File: src/rtl/prefix_stream_accum_if.sv
// Stream bundle for prefix_stream_accum.
// Input side:  IN_valid/OUT_ready handshake carrying IN_data, IN_last, and an
//              out-of-band IN_clear.
// Output side: OUT_valid/IN_ready handshake carrying OUT_data, OUT_last,
//              OUT_count and OUT_carry.
// Modport slave is the accumulator's view. Modport master is the
// environment's view.
interface prefix_stream_accum_if #(
   parameter int unsigned N     = 32,
   parameter int unsigned CNT_W = 16
);
   logic             IN_valid;
   logic             OUT_ready;
   logic [N-1:0]     IN_data;
   logic             IN_last;
   logic             IN_clear;
   logic             OUT_valid;
   logic             IN_ready;
   logic [N-1:0]     OUT_data;
   logic             OUT_last;
   logic [CNT_W-1:0] OUT_count;
   logic             OUT_carry;

   modport slave (
      input  IN_valid, IN_data, IN_last, IN_clear, IN_ready,
      output OUT_ready, OUT_valid, OUT_data, OUT_last, OUT_count, OUT_carry
   );

   modport master (
      output IN_valid, IN_data, IN_last, IN_clear, IN_ready,
      input  OUT_ready, OUT_valid, OUT_data, OUT_last, OUT_count, OUT_carry
   );
endinterface

File: src/rtl/prefix_stream_accum.sv
// prefix_stream_accum: registered running (inclusive) prefix sum per packet.
// It sits directly after the combinational prefix-sum adder.
//   clk   : rising-edge clock
//   rst_n : synchronous active-low reset
//   bus   : stream bundle (slave modport)
//     in  : IN_valid, IN_data, IN_last, IN_clear, IN_ready
//     out : OUT_ready (= !OUT_valid || IN_ready), OUT_valid, OUT_data
//           (sum mod 2^N), OUT_last, OUT_count (1-based, saturating),
//           OUT_carry (sticky carry-out within the packet)
module prefix_stream_accum #(
   parameter int unsigned N     = 32,
   parameter int unsigned CNT_W = 16
) (
   input logic                  clk,
   input logic                  rst_n,
   prefix_stream_accum_if.slave bus
);
   typedef enum logic {IDLE, RUN} state_t;

   state_t           state;
   logic [N-1:0]     acc;
   logic [CNT_W-1:0] cnt;
   logic             carry;

   logic [N-1:0]     acc_base;
   logic [CNT_W-1:0] cnt_base;
   logic             carry_base;
   logic [N:0]       sum;
   logic [CNT_W-1:0] cnt_new;
   logic             carry_new;

   logic             out_valid;
   logic [N-1:0]     out_data;
   logic             out_last;
   logic [CNT_W-1:0] out_count;
   logic             out_carry;

   logic             out_ready;
   logic             accept;
   logic             xfer;

   assign out_ready = !out_valid || bus.IN_ready;
   assign accept    = bus.IN_valid && out_ready;
   assign xfer      = out_valid && bus.IN_ready;

   assign bus.OUT_ready = out_ready;
   assign bus.OUT_valid = out_valid;
   assign bus.OUT_data  = out_data;
   assign bus.OUT_last  = out_last;
   assign bus.OUT_count = out_count;
   assign bus.OUT_carry = out_carry;

   // A clear that coincides with an accept must act first. In that case the
   // beat starts a fresh packet, so the running state reads as empty.
   always_comb begin
      acc_base   = acc;
      cnt_base   = cnt;
      carry_base = carry;
      if (bus.IN_clear || state == IDLE) begin
         acc_base   = '0;
         cnt_base   = '0;
         carry_base = 1'b0;
      end
      sum       = {1'b0, acc_base} + {1'b0, bus.IN_data};
      carry_new = carry_base || sum[N];
      cnt_new   = (cnt_base == '1) ? cnt_base : cnt_base + 1'b1;
   end

   always_ff @(posedge clk) begin
      if (!rst_n) begin
         state     <= IDLE;
         acc       <= '0;
         cnt       <= '0;
         carry     <= 1'b0;
         out_valid <= 1'b0;
         out_data  <= '0;
         out_last  <= 1'b0;
         out_count <= '0;
         out_carry <= 1'b0;
      end else begin
         if (xfer) begin
            out_valid <= 1'b0;
         end
         if (accept) begin
            out_valid <= 1'b1;
            out_data  <= sum[N-1:0];
            out_last  <= bus.IN_last;
            out_count <= cnt_new;
            out_carry <= carry_new;
         end

         case (state)
            IDLE: begin
               if (accept && !bus.IN_last) begin
                  acc   <= sum[N-1:0];
                  cnt   <= cnt_new;
                  carry <= carry_new;
                  state <= RUN;
               end else begin
                  acc   <= '0;
                  cnt   <= '0;
                  carry <= 1'b0;
               end
            end
            RUN: begin
               if (accept && !bus.IN_last) begin
                  acc   <= sum[N-1:0];
                  cnt   <= cnt_new;
                  carry <= carry_new;
               end else if (accept || bus.IN_clear) begin
                  acc   <= '0;
                  cnt   <= '0;
                  carry <= 1'b0;
                  state <= IDLE;
               end
            end
            default: state <= IDLE;
         endcase
      end
   end
endmodule
File: src/flat_wrapper.sv
// flat-port wrapper written by rule: the top's interface ports become plain ports
module prefix_stream_accum_flat 
#(
   parameter int unsigned N     = 32,
   parameter int unsigned CNT_W = 16
)
  (clk, rst_n, bus_IN_valid, bus_IN_data, bus_IN_last, bus_IN_clear, bus_IN_ready, bus_OUT_ready, bus_OUT_valid, bus_OUT_data, bus_OUT_last, bus_OUT_count, bus_OUT_carry);
  prefix_stream_accum_if #(.N(N), .CNT_W(CNT_W)) bus_i ();
  input logic clk;
  input logic rst_n;
  input wire logic [$bits(bus_i.IN_valid)-1:0] bus_IN_valid;
  input wire logic [$bits(bus_i.IN_data)-1:0] bus_IN_data;
  input wire logic [$bits(bus_i.IN_last)-1:0] bus_IN_last;
  input wire logic [$bits(bus_i.IN_clear)-1:0] bus_IN_clear;
  input wire logic [$bits(bus_i.IN_ready)-1:0] bus_IN_ready;
  output wire logic [$bits(bus_i.OUT_ready)-1:0] bus_OUT_ready;
  output wire logic [$bits(bus_i.OUT_valid)-1:0] bus_OUT_valid;
  output wire logic [$bits(bus_i.OUT_data)-1:0] bus_OUT_data;
  output wire logic [$bits(bus_i.OUT_last)-1:0] bus_OUT_last;
  output wire logic [$bits(bus_i.OUT_count)-1:0] bus_OUT_count;
  output wire logic [$bits(bus_i.OUT_carry)-1:0] bus_OUT_carry;
  assign bus_i.IN_valid = bus_IN_valid;
  assign bus_i.IN_data = bus_IN_data;
  assign bus_i.IN_last = bus_IN_last;
  assign bus_i.IN_clear = bus_IN_clear;
  assign bus_i.IN_ready = bus_IN_ready;
  assign bus_OUT_ready = bus_i.OUT_ready;
  assign bus_OUT_valid = bus_i.OUT_valid;
  assign bus_OUT_data = bus_i.OUT_data;
  assign bus_OUT_last = bus_i.OUT_last;
  assign bus_OUT_count = bus_i.OUT_count;
  assign bus_OUT_carry = bus_i.OUT_carry;
  prefix_stream_accum #(.N(N), .CNT_W(CNT_W)) u_core (.clk(clk), .rst_n(rst_n), .bus(bus_i));
endmodule
File: config.mk
export PLATFORM = sky130hd
export DESIGN_NAME = prefix_stream_accum_flat
export DESIGN_NICKNAME = d
export VERILOG_FILES = /design/src/rtl/prefix_stream_accum_if.sv /design/src/rtl/prefix_stream_accum.sv /design/src/flat_wrapper.sv
export SDC_FILE = /design/constraint.sdc
export NUM_CORES = 1
export LEC_CHECK = 0
export CORE_MARGIN = 2
export CORE_UTILIZATION = 40
export DETAILED_ROUTE_END_ITERATION = 6
export PLACE_DENSITY = 0.69
export SLEW_MARGIN = 10
export SYNTH_ARGS = -nofsm -noshare
export SYNTH_HDL_FRONTEND = slang
export SYNTH_SLANG_ARGS = --single-unit
export TNS_END_PERCENT = 30
File: constraint.sdc
create_clock -name clk -period 7.4 [get_ports clk]
set_input_delay 1.48 -clock clk [delete_from_list [all_inputs] [get_ports clk]]
set_output_delay 1.48 -clock clk [all_outputs]
set_load 0.005 [all_outputs]
==> run summary, run 1 <==
Most common cell in the synthesized netlist: dfxtp_1
Sink Count: 101
RD Place Congestion: 0.901
Vias in the first global route: 5486
FF-to-FF setup slack: 3.98 ns
GRT overflow: 0
WL/cell: 16.8 um
Element type at the critical path end: flop
Critical path class: input pin to flop
Post-route insts no fill: 1012
Die Width: 128 um
Initial drt markers: 475
Post-route DRC: 0
Drt pass-1 iters: 5
PostCTS Resize Cnt: 0
Root Buffer: clkbuf_16
Final setup viols: 0
Crit start category: input pin
Mapped Avg Cell Area: 8.03 um^2
Hold buffer count at CTS: 0
TNS Setup: 0 ns
Max_cap viols: 0
Fin. Hold Viols: 0
Initial antenna violation count: 0
Clock Pin Slew Worst Setup and Hold Paths: 0.07 ns
Synthesized netlist cell count: 760
First-pass GRT wire length: 28200 um
Pre-CTS worst setup slack: 2.36 ns
Worst slew pin tran: 1.16 ns
Post-synthesis async set-or-reset flop share: 0%
Core Rows: 45
Highest Clock Rate: 0.212 GHz
Die area: 16300 um^2
Inst Count DP: 998
Netlist cell types: 77
Worst path required time: 7.66 ns
Share of cells above drive strength 1: 5.95%
Sequential fraction of the synthesis area: 33.1%
Routed WL: 17000 um
Main synth FF type: dfxtp_1
Tmin final: 4.72 ns
Max VDD drop: 121 uV
Fin. max-slew vios: 0
Synth top cells by count: dfxtp_1 (101), nand2_1 (96), a21oi_1 (70)
Final ANT Viol Nets: 0
Syn Nets: 832
Top Ports: 90
Fillers: 1476
Port-buffer cells: 89
GRT Resource Usage Total: 21.8%
Die Y: 128 um
Worst-path cell chain: clkdlybuf4s50_1 > and2b_1 > and2_1 > ha_1 > fa_1 > a21o_1 > a221oi_2 > o21a_1 > o31ai_1 > a311oi_1 > nor3_1 > a22o_1
CTS Buffer Depth: 2
Largest net degree at the start of global routing: 54
CTS tree: done
Core area: 15000 um^2
Crit-path max cell delay: 0.51 ns
CP delay by family, top: compound AO/OA/AOI/OAI gates
DR vias/cell: 5.68
Final Util: 49.4%
RSZ-0062 raised after global routing: false
Slowest cell on the critical path: clkdlybuf4s50_1
Number of enable flip-flop cells after synthesis: 0
Area grow syn2layout: 21.7%
#FFs+latches synth: 101
Slew HR: 22.2%
Final Skew: 0.0124 ns
WP data arrival: 4.98 ns
Final Hold Slack: 0.447 ns
Initial core utilization: 40.6%
Layout Nets: 893
Setup bufs post-CTS: 0
CP Max Fanout: 14
Worst min path class: flop to flop
CTS buffer count: 9
CTS H-Tree Depth: 3
Fin crit share: 63.8%
Post-synth top area cell: dfxtp_1
Synth Warn #: 0
Outcome: finished, final reports clean
Area contributors post-synth: dfxtp_1 (33%), ha_1 (6.8%), nand2_1 (5.9%)
Mapped Area: 6110 um^2
Slack of the critical path: 2.68 ns
Routed vias: 5752
Post-DP HPWL: 12200 um
ANT cells: 0
Clock latency on the worst-skew pair: 0.36 ns
Crit path buffers/inverters: 1
P_leak: 2.89 nW
Yosys top cell area share: 33.1%
Pwr Density: 169 nW/um^2
[layer usage]
layer,global-route usage [%],part of all wire [%],up-vias,wire [um]
li1,-,-,2895,-
met5,0,0,-,0
met1,32.2,51,2670,8650
met3,4.52,6.0,23,1020
met4,7.05,1.8,0,305
met2,31.4,41,164,7060
[area by class of cell]
type / instances / area, um^2 / area share (%)
inverter: 11 / 41.3 / 0.556
sequential: 101 / 2020 / 27.2
clock inverter: 4 / 75.1 / 1.01
multi-input combinational: 601 / 3870 / 52.0
tap: 188 / 235 / 3.16
clock buffer: 10 / 229 / 3.08
timing repair buffer: 97 / 963 / 13.0
[path summary, 6_finish.rpt]
check              endpoint            from  cells past startpoint
min          u_core.acc[14]  u_core.acc[14]                      2
max reg2reg  u_core.acc[24]    u_core.state                     11
min reg2reg  u_core.acc[14]  u_core.acc[14]                      2
max          u_core.acc[24]    bus_IN_clear                     12
[worst min-delay path, stage by stage, from the launching register on]
cell	delay [ns]
dfxtp_1	0.32
nand2_1	0.04
o21ai_0	0.06
[cells by family (layout without fill, tap and decap cells)]
| group | Yosys count | after routing | synth area share (%) |
|---|---|---|---|
| flops | 101 | 101 | 33.1 |
| fa+ha+maj | 34 | 34 | 7.09 |
| compound gates | 242 | 242 | 26.6 |
| buf+inv | 58 | 122 | 3.63 |
| simple gates | 286 | 286 | 23.9 |
| xor+xnor | 37 | 37 | 5.31 |
| mux | 2 | 2 | 0.328 |
[report_power, final]
| part | total [mW] | leakage, nW | switching (mW) | internal [mW] |
|---|---|---|---|---|
| combinational | 0.171 | 1.93 | 0.0909 | 0.0797 |
| clock | 0.509 | 0.141 | 0.216 | 0.293 |
| sequential | 0.577 | 0.825 | 0.0121 | 0.565 |
| total | 1.26 | 2.89 | 0.319 | 0.937 |
[cells in the final DEF, fill, tap and decap left out, drive strengths merged, types with 10 or more instances in the layout]
cell / instances
nor2: 49
ha: 33
clkbuf: 10
nand4: 16
xnor2: 20
nor3: 15
o21ai: 46
a21o: 12
a211oi: 14
a22o: 18
and2: 45
clkdlybuf4s50: 89
dfxtp: 101
a21oi: 72
nand3: 26
a22oi: 10
o31ai: 10
inv: 11
xor2: 17
nand2: 98
[flip-flops by register name, indices dropped and copies added (netlist names)]
signal	flops
u_core.bus.OUT_valid	1
u_core.cnt	16
u_core.bus.OUT_data	32
u_core.bus.OUT_last	1
u_core.state	1
u_core.carry	1
u_core.acc	32
u_core.bus.OUT_count	16
u_core.bus.OUT_carry	1
[stage by stage]
stage / power, mW / instance area, um^2
after floorplan: 0.675 / 6110
after global placement: 0.758 / 7130
after detailed placement: 0.758 / 7130
after CTS: 1.26 / 7430
after global routing: 1.30 / 7430
final: 1.26 / 7430
Note: power is estimated with default switching activity, not from simulation.
==> run 2: changes to the inputs <==
- clock period: 7.4 -> 4.55 ns (I/O delays scaled with it)
==> run summary, run 2 (synthesis gave the netlist of run 1 again) <==
Outcome: finished, final reports clean (unchanged)
Port-buffer cells: 89 (unchanged)
Pwr Density: 268 nW/um^2 (was 169 nW/um^2)
Initial antenna violation count: 0 (unchanged)
RSZ-0062 raised after global routing: false (unchanged)
Post-route DRC: 0 (unchanged)
Routed vias: 5864 (was 5752)
Max VDD drop: 187 uV (was 121 uV)
Crit start category: input pin (unchanged)
Initial core utilization: 40.6% (unchanged)
WL/cell: 16.8 um (about the same)
CTS Buffer Depth: 2 (unchanged)
Vias in the first global route: 5470 (was 5486)
Critical Path Start: bus_IN_clear (unchanged)
ANT cells: 0 (unchanged)
TNS Setup: 0 ns (unchanged)
Clock Power Share: 39.3% (was 40.5%)
Die Width: 128 um (unchanged)
PostCTS Resize Cnt: 0 (unchanged)
DR vias/cell: 5.72 (was 5.68)
Sink Count: 101 (unchanged)
Slowest cell on the critical path: clkdlybuf4s50_1 (unchanged)
Reg-to-Reg End: u_core.carry (was u_core.acc[24])
Tmin final: 3.98 ns
CTS H-Tree Depth: 3 (unchanged)
Sw Ratio: 26.4% (was 25.4%)
Most common cell after layout, fill and taps aside: dfxtp_1 (unchanged)
Layout Nets: 905 (was 893)
Inst Count DP: 1010 (was 998)
Post-route insts no fill: 1025 (was 1012)
Hold buffer count at CTS: 0 (unchanged)
Reg-to-reg critical path startpoint: u_core.state (unchanged)
CTS buffer count: 9 (unchanged)
Worst path required time: 4.81 ns (was 7.66 ns)
Clock latency on the worst-skew pair: 0.36 ns (about the same)
Worst min path class: flop to flop (unchanged)
First-pass GRT wire length: 28100 um (was 28200 um)
Critical path class: input pin to flop (unchanged)
Die Y: 128 um (unchanged)
Drt pass-1 iters: 5 (unchanged)
Crit path buffers/inverters: 1 (unchanged)
Highest Clock Rate: 0.251 GHz
Largest net degree at the start of global routing: 48 (was 54)
Area grow syn2layout: 23.0% (was 21.7%)
Setup bufs post-CTS: 0 (unchanged)
Worst-path cell chain: clkdlybuf4s50_1 > and2b_1 > and2_1 > ha_1 > fa_1 > a21o_1 > a221oi_2 > o21a_1 > nor4_2 > nor2_1 > o311ai_1 > a22o_1 (was clkdlybuf4s50_1 > and2b_1 > and2_1 > ha_1 > fa_1 > a21o_1 > a221oi_2 > o21a_1 > o31ai_1 > a311oi_1 > nor3_1 > a22o_1)
Worst slew pin tran: 0.636 ns (was 1.16 ns)
Internal Power: 1.48 mW (was 937 uW)
Clock Pin Slew Worst Setup and Hold Paths: 0.07 ns (about the same)
Die area: 16300 um^2 (unchanged)
Seq pwr share: 46.7% (was 45.9%)
CTS tree: done (unchanged)
Share of cells above drive strength 1: 7.41% (was 5.95%)
Core Rows: 45 (unchanged)
Element type at the critical path end: flop (unchanged)
Fin crit share: 87.6%
Final Skew: 0.00942 ns (was 0.0124 ns)
Crit-path max cell delay: 0.51 ns (about the same)
Fin. Hold Viols: 0 (unchanged)
Combinational share of power: 14.0% (was 13.6%)
Slew HR: 57.5% (was 22.2%)
Critical Path End: u_core.carry (was u_core.acc[24])
Initial drt markers: 396 (was 475)
Commonest non-fill, non-tap cells in the layout: dfxtp_1 (101), nand2_1 (95), clkdlybuf4s50_1 (89), a21oi_1 (70), nor2_1 (49) (unchanged)
Routed WL: 17200 um (was 17000 um)
FF-to-FF setup slack: 1.23 ns (was 3.98 ns)
P_leak: 2.94 nW (was 2.89 nW)
WP data arrival: 4.24 ns (was 4.98 ns)
Post-DP HPWL: 12600 um (was 12200 um)
CP delay by family, top: compound AO/OA/AOI/OAI gates (unchanged)
GRT Resource Usage Total: 21.6% (was 21.8%)
Final ANT Viol Nets: 0 (unchanged)
GRT overflow: 0 (unchanged)
R2R depth: 11 (unchanged)
RD Place Congestion: 0.918 (was 0.901)
Top Ports: 90 (unchanged)
Fillers: 1442 (was 1476)
Root Buffer: clkbuf_16 (unchanged)
Net Sw Power: 531 uW (was 319 uW)
Max_cap viols: 0 (unchanged)
Core area: 15000 um^2 (unchanged)
Final setup viols: 0 (unchanged)
Levels on crit path: 12 (unchanged)
Fin. max-slew vios: 0 (unchanged)
CP Max Fanout: 5 (was 14)
Final Util: 49.9% (was 49.4%)
run 2: metal layers:
layer | part of all wire (%) | vias up | global-route usage [%]
met3 | 5.4 | 21 | 3.18
li1 | - | 2910 | -
met5 | 0 | - | 0
met4 | 1.9 | 0 | 8.02
met1 | 51 | 2760 | 31.5
met2 | 42 | 173 | 32.1
run 2: power by group through the flow:
stage | clock (mW) | sequential, mW | combinational, mW
floorplan | 0 | 0.956 | 0.143
global placement | 0 | 0.958 | 0.279
detailed placement | 0 | 0.958 | 0.280
CTS | 0.802 | 0.938 | 0.282
global route | 0.828 | 0.942 | 0.310
finish | 0.789 | 0.938 | 0.282
run 2: worst min-delay path: cells and delay by family, from the launching register on:
kind / cells / cell delay [ns]
compound gates: 1 / 0.05
flops: 1 / 0.32
simple gates: 1 / 0.04
run 2: metrics by stage:
step / power [mW] / setup slack [ns] / instance area, um^2 / hold slack (ns)
after floorplan: 1.10 / 0.722 / 6110 / 0.417
after global placement: 1.24 / 0.246 / 7220 / 0.427
after detailed placement: 1.24 / 0.204 / 7220 / 0.438
after CTS: 2.02 / 0.558 / 7510 / 0.454
after global routing: 2.08 / 0.349 / 7510 / 0.481
final: 2.01 / 0.566 / 7510 / 0.451
run 2: final cells by class:
type	count	area (um^2)	share of cell area (%)
clock inverters	5	61.3	0.817
flip-flops and latches	101	2020	26.9
multi-input cells	601	3870	51.5
clock buffers	10	229	3.05
inverters	11	41.3	0.550
well taps	188	235	3.13
repair buffers	109	1050	14.0
run 2: worst min-delay path by stage:
stage / depth (start not counted) / endpoint / slack [ns] / from
2_1_floorplan: 2 / u_core.acc[19] / 0.42 / u_core.acc[19]
6_report: 2 / u_core.acc[21] / 0.45 / u_core.acc[21]
3_3_place_gp: 2 / u_core.acc[14] / 0.43 / u_core.acc[14]
3_5_place_dp: 2 / u_core.acc[21] / 0.44 / u_core.acc[21]
5_1_grt: 2 / u_core.bus.OUT_data[12] / 0.48 / u_core.bus.OUT_data[12]
4_1_cts: 2 / u_core.acc[15] / 0.45 / u_core.acc[15]
==> run 3: changes to the inputs <==
- CTS_CLUSTER_SIZE: not set -> 10
==> results of run 3 <==
No change in the layout: final DEF, timing and power equal those of run 2.
